$ cat src/rtl/uart_tx_32.sv
// rtl/uart_tx_32.sv - 32-bit word serializer as four back-to-back 8N1 UART bytes
//
// Ports:
//   clk    in   1   system clock, rising edge
//   rst    in   1   asynchronous reset, active high
//   start  in   1   launch a word when idle (ignored while busy)
//   data   in  32   word to send, captured on the accepting edge
//   tx     out  1   registered serial line, idles high
//   busy   out  1   high for the full 40-bit-time transfer
`timescale 1ns/1ps
module uart_tx_32 #(
    parameter int CLK_FREQ     = 50_000_000,
    parameter int BAUD         = 115_200,
    parameter int CLKS_PER_BIT = CLK_FREQ / BAUD
) (
    input  logic        clk,
    input  logic        rst,
    input  logic        start,
    input  logic [31:0] data,
    output logic        tx,
    output logic        busy
);

    localparam int CNT_W = $clog2(CLKS_PER_BIT);
    localparam logic [CNT_W-1:0] CNT_MAX = CNT_W'(CLKS_PER_BIT - 1);

    typedef enum logic [1:0] {
        IDLE  = 2'd0,
        START = 2'd1,
        DATA  = 2'd2,
        STOP  = 2'd3
    } state_t;

    state_t           state, state_d;
    logic [31:0]      shift, shift_d;
    logic [1:0]       byte_idx, byte_idx_d;
    logic [2:0]       bit_idx, bit_idx_d;
    logic [CNT_W-1:0] baud_cnt, baud_cnt_d;
    logic             tx_d, busy_d;
    logic             bit_done;

    assign bit_done = (baud_cnt == CNT_MAX);

    // State and datapath registers; tx/busy are registered so the line is glitch-free.
    always_ff @(posedge clk or posedge rst) begin
        if (rst) begin
            state    <= IDLE;
            shift    <= '0;
            byte_idx <= '0;
            bit_idx  <= '0;
            baud_cnt <= '0;
            tx       <= 1'b1;
            busy     <= 1'b0;
        end else begin
            state    <= state_d;
            shift    <= shift_d;
            byte_idx <= byte_idx_d;
            bit_idx  <= bit_idx_d;
            baud_cnt <= baud_cnt_d;
            tx       <= tx_d;
            busy     <= busy_d;
        end
    end

    // Next-state and datapath update.
    always_comb begin
        state_d    = state;
        shift_d    = shift;
        byte_idx_d = byte_idx;
        bit_idx_d  = bit_idx;
        baud_cnt_d = baud_cnt;
        case (state)
            IDLE: begin
                if (start) begin
                    state_d    = START;
                    shift_d    = data;
                    byte_idx_d = 2'd0;
                    baud_cnt_d = '0;
                end
            end
            START: begin
                if (bit_done) begin
                    state_d    = DATA;
                    bit_idx_d  = 3'd0;
                    baud_cnt_d = '0;
                end else begin
                    baud_cnt_d = baud_cnt + CNT_W'(1);
                end
            end
            DATA: begin
                if (bit_done) begin
                    baud_cnt_d = '0;
                    // Shifting across byte boundaries leaves the next byte in shift[7:0].
                    shift_d    = shift >> 1;
                    if (bit_idx == 3'd7) begin
                        state_d = STOP;
                    end else begin
                        bit_idx_d = bit_idx + 3'd1;
                    end
                end else begin
                    baud_cnt_d = baud_cnt + CNT_W'(1);
                end
            end
            STOP: begin
                if (bit_done) begin
                    baud_cnt_d = '0;
                    if (byte_idx != 2'd3) begin
                        byte_idx_d = byte_idx + 2'd1;
                        state_d    = START;
                    end else begin
                        state_d = IDLE;
                    end
                end else begin
                    baud_cnt_d = baud_cnt + CNT_W'(1);
                end
            end
            default: state_d = IDLE;
        endcase
    end

    // Line level for the coming cycle is decided from the state being entered,
    // so tx changes on the same edge as the state.
    always_comb begin
        tx_d   = 1'b1;
        busy_d = 1'b1;
        case (state_d)
            IDLE:    begin tx_d = 1'b1; busy_d = 1'b0; end
            START:   tx_d = 1'b0;
            DATA:    tx_d = shift_d[0];
            STOP:    tx_d = 1'b1;
            default: begin tx_d = 1'b1; busy_d = 1'b0; end
        endcase
    end

endmodule

$ cat config.mk
export PLATFORM = sky130hd
export DESIGN_NAME = uart_tx_32
export DESIGN_NICKNAME = d
export VERILOG_FILES = /design/src/rtl/uart_tx_32.sv
export SDC_FILE = /design/constraint.sdc
export NUM_CORES = 1
export LEC_CHECK = 0
export ABC_AREA = 1
export ABC_CLOCK_PERIOD_IN_PS = 3130
export CORE_MARGIN = 5
export CORE_UTILIZATION = 47
export CTS_CLUSTER_SIZE = 28
export DETAILED_ROUTE_END_ITERATION = 6
export PLACE_DENSITY_LB_ADDON = 0.12
export SYNTH_ARGS = -nofsm -noshare
export SYNTH_HDL_FRONTEND = slang
export SYNTH_SLANG_ARGS = --single-unit
$ cat constraint.sdc
create_clock -name clk -period 3.13 [get_ports clk]
set_input_delay 0.313 -clock clk [delete_from_list [all_inputs] [get_ports clk]]
set_output_delay 0.313 -clock clk [all_outputs]
set_load 0.02 [all_outputs]
==> flow_metrics.py <==
metrics = {
    "status": {
        "status": "finished, final reports clean",
    },
    "grt": {
        "antenna_found_initial": 0,
        "grt_pass1_wl_um": 8940,
        "grt_max_degree": 51,
        "grt_pass1_vias": 2012,
        "gr-total-overflow": 0,
        "grt_use_total_pct": 14.7,
    },
    "clocking": {
        "hold_buffers": 0,
        "cts_setup_buffers": 0,
        "cts_tree": "done",
        "cts.reportedPaths.clkPinSlew_ns": 0.09,
        "cts_buffers": 5,
        "cts-root-buf": "clkbuf_8",
        "clock_sinks": 50,
        "post_cts_resized": 0,
        "clock_latency_ns": 0.30,
        "h-tree-depth": 2,
        "cts_buffer_depth": 2,
    },
    "power_and_ir_drop": {
        "p_leak_nw": 1.43,
        "peakVddDrop_mv": 0.213,
        "power_density_nw_per_um2": 344,
    },
    "placement": {
        "place_area_um2": 3080,
        "dp_hpwl_um": 3550,
        "portBuffers": 36,
        "post-place-ws_ns": 1.27,
        "place_congestion": 0.832,
        "dp.cells": 369,
    },
    "yosys": {
        "synth_seq_cells": 50,
        "synthTopCellsByArea": "dfrtp_1, o221ai_2, nand2_1",
        "synth.yosys.seq_area_share_pct": 45.8,
        "syn_nets": 312,
        "ys.warnings.count": 0,
        "synth_top_area_share_pct": 44.8,
        "synth_cells": 269,
        "netlist.top_cell.by_area": "dfrtp_1",
        "synth.avg_cell_area_um2": 10.2,
        "ys_types": 31,
        "syn_area_um2": 2740,
    },
    "floorplanning": {
        "rows": 27,
        "dieArea_um2": 7450,
        "die_w_um": 86.3,
        "start_util_pct": 49.1,
        "ios": 37,
        "core-area_um2": 5570,
        "die_y_um": 86.3,
    },
    "sta": {
        "slew_headroom_pct": 31.0,
        "timing.hold.ws_ns": 0.485,
        "layout_min_cycle_time_ns": 1.87,
        "hold_viol_final": 0,
        "rsz0062_at_grt": "no",
        "fin_skew_ns": 0.00964,
        "fin_crit_sh_pct": 59.7,
        "fin_setup_tns_ns": 0,
        "fin_ws_ns": 1.26,
        "finalSetupViolCount": 0,
        "clock.fmax_mhz": 536,
        "worst_slew_pin_slew_ns": 1.03,
        "drv_slew": 0,
    },
    "finish": {
        "stdcell_count": 377,
        "nets": 347,
        "final_cell_area_um2": 3180,
        "final_cell_mix": "nand2_1, dfrtp_1, inv_1",
        "drive_above_1_share_pct": 24.9,
        "final_common_cell": "nand2_1",
        "area_delta_synth_final_pct": 16.2,
        "antenna_cells": 0,
        "fillers": 506,
    },
    "drt": {
        "wire_per_inst_um": 13.3,
        "vias": 1865,
        "drtIter0Drc": 84,
        "routed_wl_um": 5000,
        "ant_nets": 0,
        "vias_per_cell": 4.95,
        "drt-pass1-iter-count": 4,
        "drc_errors": 0,
    },
    "setup_path": {
        "worstPathArrival_ns": 2.11,
        "path_max_fanout": 6,
        "cp-end-kind": "flop",
        "cp-endpoint": "tx",
        "ff2ff_path_depth": 11,
        "setup.worst_path.start_class": "flop",
        "r2r-end": "tx",
        "worst-setup-path-type": "reg2reg",
        "crit_start": "baud_cnt[0]",
        "ff2ff_setup_slack_ns": 1.26,
        "worstPathRequired_ns": 3.37,
        "r2r-start": "baud_cnt[0]",
    },
    "min_path": {
        "hp-start": "byte_idx[0]",
        "min_path_type": "reg2reg",
    },
    "run": {
        "max_cap_violations": 0,
    },
}
[routing by layer]
layer / routed length [um] / GRT usage, % / vias to the layer above
li1: - / - / 955
met1: 2290 / 18.3 / 879
met2: 2470 / 25.6 / 26
met3: 197 / 3.90 / 5
met4: 43 / 3.40 / 0
met5: 0 / 0 / -
[Yosys cell counts, drive strengths merged]
master  instances
nand2          67
o221ai         30
dfrtp          49
nand3          10
o21ai          10
inv            52
nor3            1
ha              8
xor2            2
buf             9
o31ai           1
a21oi           7
nor2           14
clkinv          2
xnor2           1
dfstp           1
o22ai           5
[worst min-delay path by stage]
| stage | end | slack, ns | depth (start not counted) |
|---|---|---|---|
| 2_1_floorplan | shift[31] | 0.44 | 2 |
| 3_3_place_gp | byte_idx[0] | 0.47 | 1 |
| 3_5_place_dp | byte_idx[0] | 0.47 | 1 |
| 4_1_cts | byte_idx[0] | 0.48 | 1 |
| 5_1_grt | byte_idx[0] | 0.51 | 1 |
| 6_report | byte_idx[0] | 0.49 | 1 |
[layout make-up]
type	count	area, um^2	share of cell area (%)
tap	72	90.1	2.83
clock inverter	2	12.5	0.394
inverter	54	209	6.57
sequential	50	1250	39.4
multi-input combinational	156	1160	36.6
timing repair buffer	37	368	11.6
clock buffer	6	82.6	2.60
[per-stage QoR]
| stage | total power [W] | utilization [%] |
|---|---|---|
| detailed placement | 0.000717 | 55.3 |
| global route | 0.00115 | 57.0 |
| floorplan | 0.000668 | - |
| finish | 0.00109 | 57.0 |
| CTS | 0.00111 | 57.0 |
| global placement | 0.000718 | 55.3 |
[worst max-delay path, cell delays in order, from the launching register on]
cell	delay (ns)
dfrtp_1	0.43
ha_1	0.23
nand2_1	0.11
nor2_4	0.04
nand2_2	0.13
clkinv_4	0.09
o21ai_1	0.13
nand2_1	0.07
nand2_2	0.08
inv_1	0.06
ha_1	0.30
a21oi_2	0.13
[kinds of logic (layout without fill, tap and decap cells)]
family	count (synthesis)	after routing	synth area share, %
AO/OA/AOI/OAI	53	53	21.7
XOR/XNOR	3	3	0.961
adder cells (fa/ha/maj)	8	8	3.66
buffers and inverters	63	99	11.6
flip-flops	50	50	45.8
AND/OR/NAND/NOR	92	92	16.3
[sequential cells by signal, indices dropped and copies added, names as in the netlist]
name	cells
bit_idx	3
busy	1
byte_idx	2
baud_cnt	9
state	2
tx	1
shift	32
[power breakdown]
part	leakage [nW]	switching, W	internal (W)	total, W
Sequential	0.513	0	0.000645	0.000645
Combinational	0.867	0.0000200	0.0000369	0.0000569
Clock	0.0472	0.000213	0.000178	0.000391
Power figures use the tool's default switching activity.
